$ cat config.mk
export PLATFORM = sky130hd
export DESIGN_NAME = vending_fsm_param
export DESIGN_NICKNAME = d
export VERILOG_FILES = /design/src/rtl/vending_pkg.sv /design/src/rtl/change_payout.sv /design/src/rtl/vending_fsm_param.sv
export SDC_FILE = /design/constraint.sdc
export NUM_CORES = 1
export LEC_CHECK = 0
export CAP_MARGIN = 0
export CORE_MARGIN = 2
export CORE_UTILIZATION = 23
export CTS_CLUSTER_DIAMETER = 30
export CTS_CLUSTER_SIZE = 25
export DETAILED_ROUTE_END_ITERATION = 10
export PLACE_DENSITY_LB_ADDON = 0.08
export REMOVE_ABC_BUFFERS = 1
export SLEW_MARGIN = 20
export SYNTH_ARGS = -nofsm -noshare
export SYNTH_HDL_FRONTEND = slang
export SYNTH_SLANG_ARGS = --single-unit
$ cat constraint.sdc
create_clock -name clk -period 2.35 [get_ports clk]
set_input_delay 0.235 -clock clk [delete_from_list [all_inputs] [get_ports clk]]
set_output_delay 0.235 -clock clk [all_outputs]
set_load 0.02 [all_outputs]
$ cat src/rtl/vending_pkg.sv
// rtl/vending_pkg.sv - shared coin codes, FSM states and coin valuation for the vending controller
package vending_pkg;

    localparam logic [1:0] COIN_NONE = 2'b00;
    localparam logic [1:0] COIN_N    = 2'b01;
    localparam logic [1:0] COIN_D    = 2'b10;
    localparam logic [1:0] COIN_Q    = 2'b11;

    typedef enum logic {
        ACCUM  = 1'b0,
        CHANGE = 1'b1
    } state_t;

    function automatic int coin_value(
        input logic [1:0] code,
        input int         val_n,
        input int         val_d,
        input int         val_q
    );
        case (code)
            COIN_N:  return val_n;
            COIN_D:  return val_d;
            COIN_Q:  return val_q;
            default: return 0;
        endcase
    endfunction

endpackage

$ cat src/rtl/change_payout.sv
// rtl/change_payout.sv - loadable change down-counter issuing dime-first hopper pulses
module change_payout #(
    parameter int CREDIT_W = 4
) (
    input  logic                clk,
    input  logic                rst,
    input  logic                load,
    input  logic [CREDIT_W-1:0] load_val,
    output logic                chg10,
    output logic                chg5,
    output logic                done
);

    logic [CREDIT_W-1:0] remaining;
    logic                take_dime;

    assign take_dime = (remaining >= CREDIT_W'(2));
    // High on the edge that pays out the last coin, so the owner can leave CHANGE in step.
    assign done = (remaining == CREDIT_W'(1)) || (remaining == CREDIT_W'(2));

    always_ff @(posedge clk or posedge rst) begin
        if (rst) begin
            remaining <= '0;
            chg10     <= 1'b0;
            chg5      <= 1'b0;
        end else begin
            chg10 <= 1'b0;
            chg5  <= 1'b0;
            if (load) begin
                remaining <= load_val;
            end else if (remaining != '0) begin
                if (take_dime) begin
                    chg10     <= 1'b1;
                    remaining <= remaining - CREDIT_W'(2);
                end else begin
                    chg5      <= 1'b1;
                    remaining <= remaining - CREDIT_W'(1);
                end
            end
        end
    end

endmodule

$ cat src/rtl/vending_fsm_param.sv
// rtl/vending_fsm_param.sv - parametrised vending controller: credit, vend, refund and change payout
module vending_fsm_param
    import vending_pkg::*;
#(
    parameter int PRICE    = 4,
    parameter int CREDIT_W = 4,
    parameter int VAL_N    = 1,
    parameter int VAL_D    = 2,
    parameter int VAL_Q    = 5,
    parameter int CNT_W    = 8
) (
    input  logic                clk,
    input  logic                rst,
    input  logic [1:0]          coin,
    input  logic                cancel,
    output logic                dispense,
    output logic                chg10,
    output logic                chg5,
    output logic                coin_rej,
    output logic                busy,
    output logic [CREDIT_W-1:0] credit,
    output logic [CNT_W-1:0]    sold_cnt
);

    localparam int SW = CREDIT_W + 1;

    state_t              state, state_nxt;
    logic [CREDIT_W-1:0] credit_nxt;
    logic [CREDIT_W:0]   coin_units, sum, price_ext;
    logic                dispense_nxt, rej_nxt, sold_inc;
    logic                load, pay_done;
    logic [CREDIT_W-1:0] load_val;

    assign price_ext  = SW'(PRICE);
    assign coin_units = SW'(coin_value(coin, VAL_N, VAL_D, VAL_Q));
    // One spare bit: credit < PRICE so the sum cannot exceed PRICE + VAL_Q - 1.
    assign sum        = {1'b0, credit} + coin_units;
    assign busy       = (state == CHANGE);

    always_comb begin
        state_nxt    = state;
        credit_nxt   = credit;
        dispense_nxt = 1'b0;
        rej_nxt      = 1'b0;
        sold_inc     = 1'b0;
        load         = 1'b0;
        load_val     = '0;
        case (state)
            ACCUM: begin
                if (cancel) begin
                    rej_nxt = (coin != COIN_NONE);
                    if (credit != '0) begin
                        load       = 1'b1;
                        load_val   = credit;
                        credit_nxt = '0;
                        state_nxt  = CHANGE;
                    end
                end else if (coin != COIN_NONE) begin
                    if (sum < price_ext) begin
                        credit_nxt = CREDIT_W'(sum);
                    end else begin
                        dispense_nxt = 1'b1;
                        sold_inc     = 1'b1;
                        credit_nxt   = '0;
                        load         = 1'b1;
                        load_val     = CREDIT_W'(sum - price_ext);
                        if (sum != price_ext) state_nxt = CHANGE;
                    end
                end
            end
            CHANGE: begin
                rej_nxt = (coin != COIN_NONE);
                if (pay_done) state_nxt = ACCUM;
            end
            default: state_nxt = ACCUM;
        endcase
    end

    always_ff @(posedge clk or posedge rst) begin
        if (rst) begin
            state    <= ACCUM;
            credit   <= '0;
            sold_cnt <= '0;
            dispense <= 1'b0;
            coin_rej <= 1'b0;
        end else begin
            state    <= state_nxt;
            credit   <= credit_nxt;
            dispense <= dispense_nxt;
            coin_rej <= rej_nxt;
            if (sold_inc) sold_cnt <= sold_cnt + CNT_W'(1);
        end
    end

    change_payout #(
        .CREDIT_W(CREDIT_W)
    ) u_payout (
        .clk     (clk),
        .rst     (rst),
        .load    (load),
        .load_val(load_val),
        .chg10   (chg10),
        .chg5    (chg5),
        .done    (pay_done)
    );

endmodule

---- Word-level counts from Yosys, hierarchy flattened ----
Index checks and enable logic that the tools add are counted.
word-level totals
  register bits ........................... 21
  output and inout port bits .............. 17
  logic and storage cells ................. 64
operators by class
  $add $sub $neg .......................... 5
  magnitude comparators ................... 2
  equality and inequality tests ........... 7
  mux-type cells .......................... 34
  bitwise operators ....................... 1
  reduce and logical (&&, ||, !) cells .... 7
operators with widths
  operator                                                    number
  two-way mux 4 bit                                           12
  two-way mux 1 bit                                           19
  case mux 3 bit (3 select lines)                             1
  adder 8 x 1 -> 8 bit, second input constant                 1
  nonzero test 4 bit                                          2
  nonzero test 2 bit                                          3
  adder 4 x 3 -> 5 bit                                        1
  less-than comparator 5 x 3 -> 1 bit, second input constant  1
  inequality test 5 x 3 -> 1 bit, second input constant       1
  == test 2 bit, second input constant                        2
  == test 4 x 1 -> 1 bit, second input constant               1
  == test 4 x 2 -> 1 bit, second input constant               1
  >= comparator 4 x 2 -> 1 bit, second input constant         1
  case mux 1 bit (2 select lines)                             2
  subtractor 4 x 1 -> 4 bit, second input constant            1
  subtractor 4 x 2 -> 4 bit, second input constant            1
  subtractor 4 x 3 -> 4 bit, second input constant            1
  AND reduction 3 bit                                         1
  == test 2 x 1 -> 1 bit, second input constant               1
  inequality test 2 x 1 -> 1 bit, second input constant       1
  logical OR 1 bit                                            1
  NOT 1 bit                                                   1

---- Depth between registers and ports, before layout ----
Gate-level depths: netlist of run 1.
  word-level depth ........................ 9
  depth in mapped cells ................... 9
  gate-level depth less buffers ........... 9

---- Cells and area by module ----
Synthesis of run 1 repeated with hierarchy kept, for this count alone.
unflattened totals
  cell total of the unflattened synthesis .. 134
  area, all modules ....................... 1326.3 µm²
modules (own cells, without submodules)
  module             instances  cells each  area each (µm²)
  vending_fsm_param  1          89          910.9
  change_payout      1          45          415.4

---- Worst setup path after synthesis of run 1 ----
Ideal clock, no wire load.
  path type ............................... flip-flop to flip-flop
  start ................................... register credit[0]
  end ..................................... register sold_cnt[1]
  library setup time ...................... 0.125 ns
  arrival ................................. 2.352 ns
  data required time ...................... 2.225 ns
  path slack .............................. -0.127 ns
  cell stages (with the launch flop) ...... 8
  path buffers ............................ 1
  cell sequence ........................... dfrtp_1 > ha_1 > fa_1 > and2_4 > a311oi_4 > and2_1 > buf_6 > mux2_4
between the ends
  word-level cells in the longest chain between the ends .. 6
RTL lines
  element                              line                     text
  from (decl)                          vending_fsm_param.sv:21  output logic [CREDIT_W-1:0] credit,
  from (signal assigned)               vending_fsm_param.sv:88  credit <= credit_nxt;
  adder 4 x 3 -> 5 bit                 vending_fsm_param.sv:37  assign sum = {1'b0, credit} + coin_units;
  less-than comparator 5 x 3 -> 1 bit  vending_fsm_param.sv:59  if (sum < price_ext) begin
  two-way mux 1 bit (4 in series)      -
  named net dispense_nxt               vending_fsm_param.sv:30  logic dispense_nxt, rej_nxt, sold_inc;
  to (signal assigned)                 vending_fsm_param.sv:91  if (sold_inc) sold_cnt <= sold_cnt + CNT_W'(1);
  to (decl)                            vending_fsm_param.sv:22  output logic [CNT_W-1:0] sold_cnt
The timed path passes the listed nets, and every way through them passes these cells.
A chain may end at the register's enable or synchronous reset.

---- Worst setup path in the final report of run 1 ----
  start ................................... input port coin[0]
  end ..................................... register u_payout.remaining[3]
between the ends
  word-level cells in the longest chain between the ends .. 9
  elaborated cells between the ends (all ways) .. 18
  those cells by class .................... add/sub (2); order compare (1); eq/ne (3); mux (10); reduce/logical (2)
RTL lines
  element                                                                           line                                              text
  from (decl)                                                                       vending_fsm_param.sv:14                           input logic [1:0] coin,
  == test 2 bit or == test 2 x 1 -> 1 bit (tied branches)                           vending_pkg.sv:20                                 case (code)
  case mux 3 bit (3 select lines)                                                   vending_pkg.sv:20
  adder 4 x 3 -> 5 bit                                                              vending_fsm_param.sv:37
  subtractor 4 x 3 -> 4 bit or less-than comparator 5 x 3 -> 1 bit (tied branches)  vending_fsm_param.sv:66, vending_fsm_param.sv:59
  two-way mux 4 bit or two-way mux 1 bit (tied branches)                            vending_fsm_param.sv:59
  two-way mux 4 bit or two-way mux 1 bit (tied branches)                            vending_fsm_param.sv:58                           end else if (coin != COIN_NONE) begin
  two-way mux 4 bit or two-way mux 1 bit (tied branches)                            vending_fsm_param.sv:50                           if (cancel) begin
  two-way mux 4 bit or two-way mux 1 bit (tied branches)                            vending_fsm_param.sv:48                           case (state)
  two-way mux 4 bit or nonzero test 2 bit (tied branches)                           -
  to (signal assigned)                                                              change_payout.sv:30                               remaining <= load_val;
  to (signal assigned)                                                              change_payout.sv:34                               remaining <= remaining - CREDIT_W'(2);
  to (signal assigned)                                                              change_payout.sv:37                               remaining <= remaining - CREDIT_W'(1);
  to (decl)                                                                         change_payout.sv:14                               logic [CREDIT_W-1:0] remaining;
Parallel ways exist; a longest one is shown, timed or not.

==> summary.txt, run 1 <==
Place
  • Dpl cells: 227
  • Hpwl dp: 2370 µm
  • DP Area: 0.00171 mm²
  • IO buf count: 21
  • GP Congestion: 0.812

Power and ir drop
  • Total power per unit cell area: 1000 mW/mm²
  • Overall Power: 1.77 mW
  • Sw power: ~710 µW
  • Sequential power share: 34.1%
  • Peak supply drop: 0.000257 V
  • P_int: between 1 and 1.5 mW
  • Clk pwr share: 13.6%
  • Combinational share of power: a little over half
  • Leak: about 0.8 nW
  • Sw Share: 40.2%

Global routing
  • Pin count of the biggest net entering global routing: 22
  • Vias in the first global route: 1033
  • GRT Total Usage: 10.6%
  • Initial antenna violation count: 0
  • Total grt overflow: 0
  • Global-route wire length before repair: 5280 µm

Floorplanning
  • Starting Density: a little under a quarter
  • Ports: 22
  • Die Wd: 79.5 µm
  • Full die area: 0.00632 mm²
  • Rows: 27
  • Core area: approximately 0.0055 mm²
  • Chip Height: 79.5 µm

Finish
  • Share of cells above drive strength 1: 20.1%
  • Final core utilization: 32.0%
  • Number of nets in the layout: 177
  • Inserted Diodes: 0
  • Fillers: 581
  • Area Overhead vs Synth: 34.4%
  • Final instance area: roughly 0.0018 mm²
  • Final std cells w/o fill: 231

STA
  • Final hold vios: 0
  • RSZ-0062 raised after global routing: no
  • Clock skew: roughly 0.0017 ns
  • Tcrit/Tclk final: 95.3%
  • Final setup violation count: 0
  • Period minus WS final: 2.24 ns
  • Worst-Margin Slew: 0.560 ns
  • Rel. slew slack: 62.6%
  • Slew Viols, Final: 0
  • Fmax: 0.447 GHz

Synthesis
  • Post-synth top flop: dfrtp_1
  • Yosys warnings: 0
  • Post-synth ARST share: between 90% and 100%
  • Yosys reg bits: 21
  • Syn Inst Count: 120
  • Synth Cell Area: 0.00131 mm²
  • Number of synthesized flops with an enable pin: 0
  • Netlist cell types: 38
  • Avg Inst Size Synth: around 11 µm²
  • Seq/Total Area, Yosys: roughly two fifths

Clock tree
  • Worst-path clk slew: 0.08 ns
  • Post-CTS Setup Repair Bufs: 0
  • Clock tree buffer depth: 2
  • Resize count post-CTS: 0
  • Hold-fix buffers, CTS: 0
  • Latest clock arrival within the worst-skew pair: 0.26 ns
  • Clock Tree Root: clkbuf_8
  • Clk sinks: 21
  • H-tree depth: 1
  • CTS tree: yes
  • Total CTS buffers: 3

Routing
  • Routed WL: 3050 µm
  • Vias per cell: 4.50
  • Via count: 1039
  • TritonRoute pass-1 iters: 4
  • Drc violations: 0
  • DR WL/cell: approximately 13 µm
  • DR iter-0 viols: 25
  • Post-route ant nets: 0

Critical path
  • Crit Path Max Fanout: 4
  • Crit path DAT: 2.38 ns
  • CP endpoint kind: register
  • CP startpoint kind: input port
  • WP data required: about 2.5 ns
  • Crit path kind: input port to register

Status
  • Status: completed

Job
  • Max Cap Violations: 0

Worst hold path
  • Hold Path Class: input port to asynchronous set/reset pin
[cell usage after synthesis (all sizes together), types with 3 or more instances]
cell type	number	area share (%)
xor2	3	2.0
ha	11	10
o21ai	4	1.5
buf	3	2.1
inv	6	1.7
a22oi	3	1.7
nand4	4	1.9
a21oi	4	2.1
nor4	3	1.4
dfrtp	21	40
and3	4	1.9
and2	8	4.0
xnor2	7	4.7
nor2	7	2.6
mux2i	4	3.1
nand3	3	1.1
nand2	5	1.4
[cell families after synthesis]
family / share of synthesized area (%)
mux: 5.06
simple gates: 17.6
flops: 40.1
compound gates: 14.8
xor+xnor: 6.68
buf+inv: 3.82
fa+ha+maj: 12.0
[layout by cell type, fill, tap and decap left out, types with 2 or more instances in the layout]
master and instances:
xor2_1 3, a22oi_1 3, nor2_1 6, and3_1 4, ha_1 10, nand2_1 5
clkbuf_8 3, o21ai_0 4, inv_1 6, a21oi_2 2, xnor2_1 7, and2_1 7
a32o_1 2, nand4_1 4, nand3_1 3, clkdlybuf4s50_1 21, buf_4 17, dfrtp_1 21
a21oi_1 2, mux2i_1 4, nor4_1 3, a211oi_1 2
[registers in the layout (all words and copies together), names as in the netlist]
register / flops
busy: 1
coin_rej: 1
credit: 4
dispense: 1
sold_cnt: 8
u_payout.chg10: 1
u_payout.chg5: 1
u_payout.remaining: 4
[worst max-delay path: stages]
cell,delay [ns]
clkdlybuf4s50_1,0.49
nor2b_2,0.19
ha_1,0.26
a21oi_2,0.21
inv_1,0.07
a21oi_1,0.18
xor2_1,0.18
ha_1,0.25
a22oi_1,0.21
mux2i_1,0.11
[metrics by stage]
| step | setup TNS [ns] | setup slack, ns | hold slack, ns |
|---|---|---|---|
| after detailed placement | -1.96 | -0.208 | 0.468 |
| after global placement | -1.57 | -0.182 | 0.462 |
| final | 0 | 0.111 | 0.301 |
| after CTS | 0 | 0.0619 | 0.308 |
| after floorplan | -0.112 | -0.112 | 0.212 |
| after global routing | 0 | 0.00242 | 0.353 |
[per-layer routing]
metal | vias up | track usage [%] | routed length (µm)
li1 | 515 | - | -
met1 | 515 | 14.2 | 1450
met2 | 7 | 17.5 | 1520
met3 | 2 | 1.70 | 53
met4 | 0 | 3.10 | 19
met5 | - | 0 | 0
[final cells by class]
type	count	area (µm²)	area share, %
timing repair buffer	38	338	19.2
clock inverter	1	5.00	0.284
inverter	6	22.5	1.28
multi-input combinational	90	741	42.0
tap	72	90.1	5.11
sequential	21	526	29.8
clock buffer	3	41.3	2.34
[path summary, 6_finish.rpt]
path / end / slack (ns) / start / depth (start not counted)
min reg2reg: sold_cnt[7] / 0.48 / sold_cnt[7] / 1
min in group clk: sold_cnt[7] / 0.48 / sold_cnt[7] / 1
max: u_payout.remaining[3] / 0.11 / coin[0] / 10
min: sold_cnt[7] / 0.30 / rst / 3
max reg2reg: u_payout.remaining[3] / 0.21 / credit[1] / 8
max in group asynchronous: credit[0] / 1.82 / rst / 3
[power by group through the flow]
stage | registers (mW) | clock network [mW] | logic [mW]
floorplan | 0.675 | 0 | 0.489
finish | 0.604 | 0.240 | 0.926
CTS | 0.605 | 0.263 | 0.936
global route | 0.628 | 0.271 | 1.03
global placement | 0.611 | 0 | 0.925
detailed placement | 0.612 | 0 | 0.927
No activity file was read; power rests on OpenSTA's default activity.
==> run 2, diff against run 1 <==
SYNTH_HIERARCHICAL = 1   (was unset)
==> summary.txt, run 2 <==
Status
  • Status: completed

Critical path
  • CP cell instances: clkdlybuf4s50_1, buf_4, and2_1, ha_2, nand2b_1, and2_1, ha_2, nand2_1, nor2_1, nand3_1, a221o_1
  • Crit path kind: input port to register
  • Crit. Startpoint: coin[1]
  • CP bufs+invs: 2
  • CP endpoint kind: register
  • WP data required: 2.49 ns
  • Crit Path Max Fanout: 3
  • Top delay family on crit path: simple AND/OR/NAND/NOR gates
  • Slowest cell on the critical path: clkdlybuf4s50_1
  • CP startpoint kind: input port
  • Origin of the critical flop-to-flop path: credit[0]
  • Crit path DAT: 2.37 ns
  • Crit path largest cell delay: 0.46 ns

STA
  • Rel. slew slack: 60.9%
  • Fmax: 0.449 GHz
  • RSZ-0062 raised after global routing: no
  • Period minus WS final: about 2.2 ns
  • Final hold vios: 0
  • Clock skew: 0.00857 ns
  • Tcrit/Tclk final: roughly 95%
  • Worst-Margin Slew: 0.586 ns
  • Final worst setup slack: 0.125 ns
  • Slew Viols, Final: 0
  • Final setup violation count: 0
  • Final hold slack: 0.245 ns

Finish
  • Most common cell after layout, fill and taps aside: dfrtp_1
  • Register with the most flip-flops: sold_cnt
  • Final core utilization: 31.8%
  • Inserted Diodes: 0
  • Area Overhead vs Synth: 32.6%
  • Max reg flops: 8
  • Number of nets in the layout: 186
  • Share of cells above drive strength 1: 19.0%
  • Biggest regs: sold_cnt (8), credit (4), u_payout/remaining (4)
  • Most frequent cells in the layout: dfrtp_1, clkdlybuf4s50_1, nor2_1, nand2_1, buf_4
  • Final std cells w/o fill: 240

Routing
  • DR iter-0 viols: 35
  • DR WL/cell: approximately 12 µm
  • Drc violations: 0
  • Vias per cell: around 4.4
  • Routed WL: 2990 µm
  • Post-route ant nets: 0
  • TritonRoute pass-1 iters: 4
  • Via count: 1046

Place
  • GP Congestion: approximately 0.75
  • Post-Place Worst Slack: -0.223 ns
  • IO buf count: 21
  • Hpwl dp: 2370 µm
  • Dpl cells: around 240

Synthesis
  • Yosys warnings: 6
  • Post-synth top flop: dfrtp_1
  • Netlist cell types: 40
  • Yosys reg bits: 21
  • Syn Inst Count: 134
  • Post-synth top area share: 39.6%
  • Top post-synthesis cells by count: dfrtp_1, ha_1, inv_1, nand2_1, nor2_1
  • Seq/Total Area, Yosys: 39.6%
  • Number of synthesized flops with an enable pin: 0
  • Count leader, synth: dfrtp_1
  • Avg Inst Size Synth: between 9 and 10 µm²
  • Largest cells by area after synthesis: dfrtp_1, ha_1, xnor2_1
  • Synth Cell Area: 0.00133 mm²
  • Yosys top cell by area: dfrtp_1
  • Post-synth ARST share: 100%

Global routing
  • Pin count of the biggest net entering global routing: 16
  • GRT Total Usage: 10.3%
  • Global-route wire length before repair: around 5200 µm
  • Initial antenna violation count: 0
  • Total grt overflow: 0
  • Vias in the first global route: 1099

Power and ir drop
  • Overall Power: around 1.8 mW
  • Sequential power share: 34.1%
  • Leak: 0.790 nW
  • Combinational share of power: 52.0%
  • Sw Share: 41.3%
  • Total power per unit cell area: approximately 1000 mW/mm²
  • Sw power: 726 µW
  • Peak supply drop: between 0.0003 and 0.0004 V
  • Clk pwr share: 13.8%
  • P_int: 1.03 mW

Clock tree
  • Clk sinks: 21
  • Clock Tree Root: clkbuf_8
  • Total CTS buffers: 3
  • Clock tree buffer depth: 2
  • Latest clock arrival within the worst-skew pair: 0.26 ns
  • H-tree depth: 1
  • CTS tree: yes
  • Worst-path clk slew: 0.08 ns

Floorplanning
  • Chip Height: 79.9 µm
  • Core area: 0.00554 mm²
  • Die Wd: around 80 µm
  • Ports: 22
  • Rows: 27
  • Starting Density: a little under a quarter
  • Full die area: 0.00639 mm²

Job
  • Max Cap Violations: 0

Worst hold path
  • Hold Path Class: input port to asynchronous set/reset pin
-- run 2: cell types whose count changed in the layout (fill, tap and decap cells not counted), sizes merged, moves of 4 or more --
cell and delta:
buf -6, inv +5, mux2i -4, nand2 +6
nand2b +6, nor2 +5
-- run 2: through the flow --
step / cell area (µm²) / setup TNS, ns
global route: 1760 / 0
global placement: 1690 / -1.23
detailed placement: 1690 / -1.45
floorplan: 1300 / -0.536
finish: 1760 / 0
CTS: 1730 / 0
-- run 2: cells by family after synthesis --
logic type	count (synthesis)	synth area share [%]
buffers and inverters	13	4.81
xor gates and xnor gates	8	5.28
and+or+nand+nor	56	23.1
muxes	1	0.849
AOI/OAI and AO/OA	23	14.4
adders and majority gates	12	11.9
DFF	21	39.6
-- run 2: worst register-to-register path: cells and delay by family (launching register included) --
family / cells / cell delay (ns)
buffers and inverters: 3 / 0.31
and+or+nand+nor: 1 / 0.17
adders and majority gates: 2 / 0.57
DFF: 1 / 0.37
AOI/OAI and AO/OA: 4 / 0.61
-- run 2: area by class of cell --
type	instances	area, µm²
clock buffers	3	41.3
multi-input cells	100	761
flip-flops and latches	21	526
repair buffers	32	295
well taps	72	90.1
fillers	615	3780
clock inverters	1	5.00
inverters	11	41.3
-- run 2: path summary, 6_finish.rpt --
kind	end	slack, ns	depth (start not counted)
worst max-delay path	busy	0.12	11
max in group asynchronous	credit[1]	1.59	2
min in group clk	coin_rej	0.43	4
worst min-delay path	u_payout/chg5	0.24	2
worst max register to register	u_payout/remaining[2]	0.22	10
worst min register to register	sold_cnt[7]	0.47	1
-- run 2: power by group through the flow --
| stage | sequential (mW) | combinational [mW] | clock (mW) |
|---|---|---|---|
| finish | 0.600 | 0.915 | 0.243 |
| global route | 0.623 | 1.03 | 0.271 |
| CTS | 0.600 | 0.919 | 0.253 |
| detailed placement | 0.605 | 0.912 | 0 |
| global placement | 0.606 | 0.916 | 0 |
| floorplan | 0.680 | 0.492 | 0 |
-- run 2: repair_timing --
action / CTS / global route
hold buffers: 0 / 0
gates resized for setup: 0 / 7
endpoints found under the setup margin: 0 / 5
buffers inserted: 0 / 0
hold endpoints to repair: 0 / 0
-- run 2: layer usage --
| metal | share of wire, % | GRT usage (%) | wire length, µm |
|---|---|---|---|
| met3 | 2.2 | 1.02 | 67 |
| met4 | 0.57 | 2.54 | 17 |
| met5 | 0 | 0 | 0 |
| met1 | 50 | 14.1 | 1490 |
| met2 | 47 | 17.3 | 1420 |
